### config.mk
export PLATFORM = sky130hd
export DESIGN_NAME = seq_detect_fsm
export DESIGN_NICKNAME = d
export VERILOG_FILES = /design/src/rtl/seq_detect_fsm.sv
export SDC_FILE = /design/constraint.sdc
export NUM_CORES = 1
export LEC_CHECK = 0
export ABC_AREA = 1
export ABC_CLOCK_PERIOD_IN_PS = 1600
export CORE_ASPECT_RATIO = 1.2
export CORE_MARGIN = 3
export CORE_UTILIZATION = 35
export CTS_CLUSTER_SIZE = 20
export DETAILED_ROUTE_END_ITERATION = 6
export HOLD_SLACK_MARGIN = 0.12
export RECOVER_POWER = 50
export SLEW_MARGIN = 20
export SYNTH_ARGS = -nofsm -noshare
export SYNTH_HDL_FRONTEND = slang
export SYNTH_SLANG_ARGS = --single-unit
### constraint.sdc
create_clock -name clk -period 1.6 [get_ports clk]
set_input_delay 0.24 -clock clk [delete_from_list [all_inputs] [get_ports clk]]
set_output_delay 0.24 -clock clk [all_outputs]
set_load 0.01 [all_outputs]
### src/rtl/seq_detect_fsm.sv
// Moore serial pattern detector: the state is the longest matched pattern prefix.
// Transitions come from a KMP table built at elaboration; a saturating counter tallies matches.
module seq_detect_fsm #(
    parameter int                 PAT_LEN   = 4,
    parameter logic [PAT_LEN-1:0] PATTERN   = 4'b1011,
    parameter int                 OVERLAP   = 1,
    parameter int                 CNT_WIDTH = 8,
    parameter int                 ST_WIDTH  = $clog2(PAT_LEN + 1)
) (
    input  logic                 clk,
    input  logic                 rst,
    input  logic                 en,
    input  logic                 x,
    input  logic                 clr_cnt,
    output logic [ST_WIDTH-1:0]  state,
    output logic                 match,
    output logic [CNT_WIDTH-1:0] match_cnt
);

    localparam int NUM_ENT = 2 * (PAT_LEN + 1);
    localparam int TBL_W   = NUM_ENT * ST_WIDTH;
    localparam int IDX_W   = ST_WIDTH + 1;

    localparam logic [ST_WIDTH-1:0] S_EMPTY = '0;
    localparam logic [ST_WIDTH-1:0] S_FULL  = ST_WIDTH'(PAT_LEN);

    if (PAT_LEN < 2 || PAT_LEN > 16) begin : g_bad_param
        $fatal(1, "seq_detect_fsm: PAT_LEN must be in 2..16");
    end

    // Entry {k, b} is the longest pattern prefix that is a suffix of (prefix_k followed by b).
    function automatic logic [TBL_W-1:0] build_table();
        logic [TBL_W-1:0]   tbl;
        logic [PAT_LEN-1:0] sh_s;
        logic [PAT_LEN-1:0] sh_p;
        int                 best;
        int                 m;
        bit                 ok;
        bit                 sb;
        tbl = '0;
        for (int k = 0; k <= PAT_LEN; k++) begin
            for (int b = 0; b < 2; b++) begin
                best = 0;
                for (int j = 1; j <= PAT_LEN; j++) begin
                    if (j <= k + 1) begin
                        ok = 1'b1;
                        for (int t = 0; t < j; t++) begin
                            m = k + 1 - j + t;
                            if (m < k) begin
                                sh_s = PATTERN >> (PAT_LEN - 1 - m);
                                sb   = sh_s[0];
                            end else begin
                                sb = (b != 0);
                            end
                            sh_p = PATTERN >> (PAT_LEN - 1 - t);
                            if (sb != sh_p[0]) ok = 1'b0;
                        end
                        if (ok) best = j;
                    end
                end
                tbl = tbl | (TBL_W'(best) << ((k * 2 + b) * ST_WIDTH));
            end
        end
        return tbl;
    endfunction

    localparam logic [TBL_W-1:0] DELTA_TBL = build_table();

    logic [ST_WIDTH-1:0]  w_tbl [2**IDX_W];
    logic [ST_WIDTH-1:0]  w_state_eff;
    logic [ST_WIDTH-1:0]  w_next;
    logic                 w_hit;
    logic [ST_WIDTH-1:0]  r_state;
    logic [CNT_WIDTH-1:0] r_cnt;

    for (genvar g = 0; g < 2**IDX_W; g++) begin : g_tbl
        if (g < NUM_ENT) begin : g_used
            assign w_tbl[g] = DELTA_TBL[g*ST_WIDTH +: ST_WIDTH];
        end else begin : g_unused
            assign w_tbl[g] = S_EMPTY;
        end
    end

    // NOTE: every always_comb output gets a default first so no latch is inferred.
    always_comb begin
        w_state_eff = r_state;
        if (OVERLAP == 0 && r_state == S_FULL) w_state_eff = S_EMPTY;
        w_next = w_tbl[{w_state_eff, x}];
        w_hit  = en && (w_next == S_FULL);
    end

    // NOTE: sequential state uses non-blocking assignments so every register sees pre-edge values.
    always_ff @(posedge clk) begin
        if (rst) begin
            r_state <= S_EMPTY;
        end else if (en) begin
            r_state <= w_next;
        end
    end

    // Clear wins over a coincident increment; the count sticks at all-ones.
    always_ff @(posedge clk) begin
        if (rst || clr_cnt) begin
            r_cnt <= '0;
        end else if (w_hit && r_cnt != '1) begin
            r_cnt <= r_cnt + CNT_WIDTH'(1);
        end
    end

    assign state     = r_state;
    assign match     = (r_state == S_FULL);
    assign match_cnt = r_cnt;

endmodule

==> results of run 1 <==
final timing paths:
path                                                  end                 startpoint  slack [ns]  cells after the start
worst max register to register  match_cnt[6]$_SDFFE_PP0P_      state[0]$_SDFFE_PP0P_        0.14                      7
worst min register to register  match_cnt[1]$_SDFFE_PP0P_  match_cnt[1]$_SDFFE_PP0P_        0.51                      2
worst max-delay path                         match_cnt[2]  match_cnt[2]$_SDFFE_PP0P_        0.04                      1
worst min-delay path            match_cnt[1]$_SDFFE_PP0P_  match_cnt[1]$_SDFFE_PP0P_        0.51                      2
repair_timing:
| action | CTS | global route |
|---|---|---|
| buffers inserted | 0 | 1 |
| cloned | 0 | 2 |
| resized for setup | 1 | 12 |
| pin swaps | 1 | 6 |
| setup endpoints to repair | 2 | 9 |
synth_stat cells:
library cell,number
nand2_1,25
nand3_1,14
dfxtp_1,11
inv_1,11
a21oi_1,10
nor2_1,8
ha_1,5
xor2_1,3
nor2_4,2
o21ai_0,2
a211oi_1,1
inv_2,1
nand2_2,1
nand2_4,1
nand3_2,1
nand4_1,1
nor3_1,1
nor3_2,1
o21ai_1,1
placed cells by master (no fill, tap or decap), types with 4 or more instances in the layout:
master	instances
a21oi_1	10
clkdlybuf4s50_1	13
inv_1	11
nand2_2	6
nand2_1	20
ha_1	4
nor2_1	8
nand3_1	14
clkbuf_4	5
dfxtp_1	8
logic make-up after synthesis:
group	count (synthesis)
AO/OA/AOI/OAI	14
flip-flops	11
adder cells (fa/ha/maj)	5
XOR/XNOR	3
AND/OR/NAND/NOR	55
buffers and inverters	12
final cells by class:
| class | instances | area share |
|---|---|---|
| multi-input combinational | 79 | 0.462 |
| sequential | 11 | 0.225 |
| inverter | 12 | 0.0452 |
| clock buffer | 3 | 0.0226 |
| timing repair buffer | 23 | 0.216 |
| clock inverter | 1 | 0.00503 |
| tap | 19 | 0.0239 |
registers in the layout, indices dropped and copies added (netlist names):
name and flops:
match_cnt 8, state 3
stage by stage:
stage	instance area [sq um]	util	total power [W]
floorplan	692	-	0.000327
global placement	921	0.498	0.000364
detailed placement	921	0.498	0.000365
CTS	947	0.512	0.000557
global route	996	0.538	0.000581
finish	996	0.538	0.000558
power groups by stage:
stage           logic, W  registers (W)  clock network [W]
2_1_floorplan  0.0000365       0.000291                  0
3_3_place_gp   0.0000756       0.000288                  0
3_5_place_dp   0.0000765       0.000288                  0
4_1_cts        0.0000758       0.000282           0.000199
5_1_grt        0.0000900       0.000284           0.000207
6_report       0.0000807       0.000283           0.000195
metal layers:
| layer | wire length (microns) | vias to the layer above | global-route usage |
|---|---|---|---|
| met2 | 853 | 21 | 0.241 |
| met4 | 34 | 0 | 0.0569 |
| li1 | - | 390 | - |
| met1 | 723 | 352 | 0.175 |
| met5 | 0 | - | 0 |
| met3 | 62 | 4 | 0.0197 |
==> impl_metrics.tcl, run 1 <==
set metrics [dict create \
    grt_overflow_total 0 \
    die_x_microns 46.6 \
    p_per_area_nw_per_um2 560 \
    dp_hpwl_microns 1270 \
    cts.clk_slew.worst_paths_ns 0.08 \
    max_freq_ghz 0.641 \
    max_cap_violations 0 \
    syn_nets 110 \
    firstDrtPassIters 4 \
    leakagePower_nw 0.418 \
    route.detailed.drc 0 \
    final.period_utilization 0.975 \
    place_congestion 0.761 \
    p_sw_w 0.000150 \
    hold_violations 0 \
    clockRootBuffer "clkbuf_4" \
    synth_xor_area_frac 0.0380 \
    synth-compound-area-share 0.105 \
    grt_util_all_layers 0.142 \
    vdd_ir_drop_max_mv 0.346 \
    netlist_area_sq_um 692 \
    p_int_w 0.000408 \
    worst_hold_slack_ns 0.510 \
    synth_top_family_by_area "simple AND/OR/NAND/NOR gates" \
    crit_path_start_kind "flip-flop" \
    worstPathRequired_ns 1.36 \
    power.clock.fraction 0.349 \
    drt_iter0_drc 9 \
    wl_per_cell_microns 11.3 \
    numCtsBuffers 3 \
    nNetsFinal 140 \
    drv_slew 0 \
    grt_pass1_wl_microns 2660 \
    io-pin-count 17 \
    place_inst 141 \
    fin_ws_ns 0.0397 \
    worst_pin_slew_ns 0.267 \
    ys_warn_count 0 \
    grt_max_degree 10 \
    multi_input_area_sq_um 460 \
    io_buffers 16 \
    ys_seq_elements 11 \
    synth-adder-area-share 0.0904 \
    synthMuxAreaShare 0 \
    cts_tree "done" \
    synth.top_cell.area_share 0.318 \
    min_path_type "flip-flop to flip-flop" \
    cts_hold_buf 0 \
    crit_slowest_cell "clkdlybuf4s50_1" \
    antenna_found_initial 0 \
    routed_wl_microns 1670 \
    yosys.area_share.simple 0.383 \
    core_sq_um 1850 \
    cts.sinks 11 \
    fillCellCount 180 \
    slew_headroom 0.821 \
    clk_latency_ns 0.27 \
    ys_seq_area_frac 0.318 \
    end_kind "primary output" \
    synthCells 100 \
    run_status "finished clean" \
    cp_max_fo 6 \
    drtAntennaViolNets 0 \
    worstSetupPathType "flip-flop to primary output" \
    final_cells 148 \
    num_rows 17 \
    vias 767 \
    pwr-share-seq 0.506 \
    cts.htree.levels 1 \
    path_buf_inv 1 \
    die_h_microns 54.7 \
    die_area_sq_um 2550 \
    area_growth_pct 43.9 \
    setup_tns_ns 0 \
    initial_utilization 0.374 \
    power_frac_comb 0.144 \
    grt_pass1_vias 638 \
    synthTopCellsByArea "dfxtp_1, nand2_1, nand3_1, ha_1, a21oi_1" \
    yosysTopAreaCell "dfxtp_1" \
    clock_path_buffers 2 \
    drt-vias-per-instance 5.18 \
    p_sw_frac 0.269 \
    fin_skew_ns 0.00624 \
    crit_arrival_ns 1.32 \
    antenna_cells 0 \
    finalSetupViolCount 0 \
    critPathTopFamily "buffers and inverters" \
    avgSynthCellArea_sq_um 6.92 \
    path_cells "clkdlybuf4s50_1" \
    fin_crit_ns 1.56 \
    cpPeakStageDelay_ns 0.58 \
    seqCellArea_sq_um 224 \
    drive_gt1_frac 0.225 \
    yosys.cell_types.count 19 \
    place_ws_ns -0.295 \
]
Power figures use the tool's default switching activity.
==> run 2: changes to the inputs <==
- CTS_CLUSTER_DIAMETER: unset -> 50
- SLEW_MARGIN: 20 -> unset
==> results of run 2 <==
The final DEF is identical to that of run 1; final timing and power are the same.
==> run 3: changes to the inputs <==
- SKIP_CTS_REPAIR_TIMING: unset -> 1
==> run 3 against run 2 <==
Effect of this change:
- sequential cell count stayed put
- routed wire length is 4.2% higher
- critical path depth stayed put
- sequential share of layout area is 0.38 points lower
- critical path type unchanged
==> impl_metrics.tcl, run 3 (synthesis gave the netlist of run 1 again) <==
set metrics [dict create \
    drv_slew 0 \
    end_kind "primary output" \
    holdCritStartpoint "match_cnt[7]$_SDFFE_PP0P_" \
    startpoint "match_cnt[2]$_SDFFE_PP0P_" \
    rsz0062_at_grt "false" \
    worstSetupPathType "flip-flop to primary output" \
    crit_path_start_kind "flip-flop" \
    vdd_ir_drop_max_mv 0.343 \
    fin_crit_ns 1.54 \
    place_area_sq_um 921 \
    power_frac_comb 0.144 \
    cp_max_fo 6 \
    place_congestion 0.761 \
    initial_utilization 0.374 \
    path_buf_inv 1 \
    grt_pass1_wl_microns 2640 \
    p_sw_frac 0.272 \
    path_cells "clkdlybuf4s50_1" \
    p_per_area_nw_per_um2 555 \
    p_sw_w 0.000152 \
    fin_skew_ns 0.00766 \
    slew_headroom 0.824 \
    cts_tree "done" \
    num_rows 17 \
    nNetsFinal 141 \
    power.clock.fraction 0.349 \
    p_int_w 0.000407 \
    antenna_found_initial 0 \
    firstDrtPassIters 4 \
    worstPathRequired_ns 1.36 \
    clock_path_buffers 2 \
    utilization 0.544 \
    fin_ws_ns 0.0615 \
    routed_wl_microns 1750 \
    leakagePower_nw 0.433 \
    hold_violations 0 \
    crit_arrival_ns 1.30 \
    cpPeakStageDelay_ns 0.58 \
    min_path_type "flip-flop to flip-flop" \
    place_ws_ns -0.295 \
    clk_latency_ns 0.27 \
    core_sq_um 1850 \
    grt_max_degree 10 \
    die_x_microns 46.6 \
    finalSetupViolCount 0 \
    dp_hpwl_microns 1270 \
    io-pin-count 17 \
    grt_pass1_vias 637 \
    final_cell_area_sq_um 1010 \
    die_h_microns 54.7 \
    area_growth_pct 45.6 \
    run_status "finished clean" \
    grt_overflow_total 0 \
    final_common_cell "nand2_1" \
    largest_reg_flops 8 \
    clockRootBuffer "clkbuf_4" \
    crit_slowest_cell "clkdlybuf4s50_1" \
    grt_util_all_layers 0.140 \
    pwr-share-seq 0.506 \
    final_cell_mix "nand2_1, clkdlybuf4s50_1, nand3_1" \
    max_cap_violations 0 \
    numCtsBuffers 3 \
    worst_pin_slew_ns 0.264 \
    max_freq_ghz 0.650 \
    cts.htree.levels 1 \
    critPathTopFamily "buffers and inverters" \
    die_area_sq_um 2550 \
    drive_gt1_frac 0.208 \
    cts.sinks 11 \
    r2r-start "match_cnt[1]$_SDFFE_PP0P_" \
    wl_per_cell_microns 11.7 \
    cts.clk_slew.worst_paths_ns 0.08 \
    drt_iter0_drc 11 \
    drtAntennaViolNets 0 \
    final.period_utilization 0.962 \
    route.detailed.drc 0 \
    drt-vias-per-instance 5.19 \
    vias 773 \
    antenna_cells 0 \
    io_buffers 16 \
]
==> run 3: layer usage <==
metal,up-vias,GRT usage,part of all wire
li1,391,-,-
met1,364,0.172,0.45
met5,-,0,0
met3,4,0.0197,0.023
met4,0,0.0569,0.017
met2,14,0.241,0.51
==> run 3: worst paths after layout <==
kind	slack, ns	end	cells after the start
worst min register to register	0.53	match_cnt[7]$_SDFFE_PP0P_	2
worst max register to register	0.11	match_cnt[6]$_SDFFE_PP0P_	7
worst max-delay path	0.06	match_cnt[2]	1
worst min-delay path	0.53	match_cnt[7]$_SDFFE_PP0P_	2
==> run 3: layout make-up <==
| cell class | instances | area [sq um] |
|---|---|---|
| fill | 178 | 843 |
| multi-input combinational | 79 | 459 |
| timing repair buffer | 24 | 229 |
| sequential | 11 | 223 |
| inverter | 12 | 45.0 |
| tap | 19 | 23.8 |
| clock buffer | 3 | 22.5 |
| clock inverter | 1 | 5.00 |
==> run 3: per-stage QoR <==
step	setup TNS (ns)	power, W	std cells	hold WS [ns]
after global routing	0	0.000581	149	0.545
final	0	0.000559	149	0.527
after global placement	-2.09	0.000364	141	0.505
after CTS	-0.123	0.000557	145	0.529
after floorplan	0	0.000327	100	0.309
after detailed placement	-2.24	0.000365	141	0.516
==> run 3: power by group through the flow <==
stage               registers [W]  logic (W)  clock network (W)
global route             0.000284  0.0000901           0.000207
global placement         0.000288  0.0000756                  0
detailed placement       0.000288  0.0000765                  0
CTS                      0.000282  0.0000767           0.000199
floorplan                0.000291  0.0000365                  0
finish                   0.000283  0.0000807           0.000195
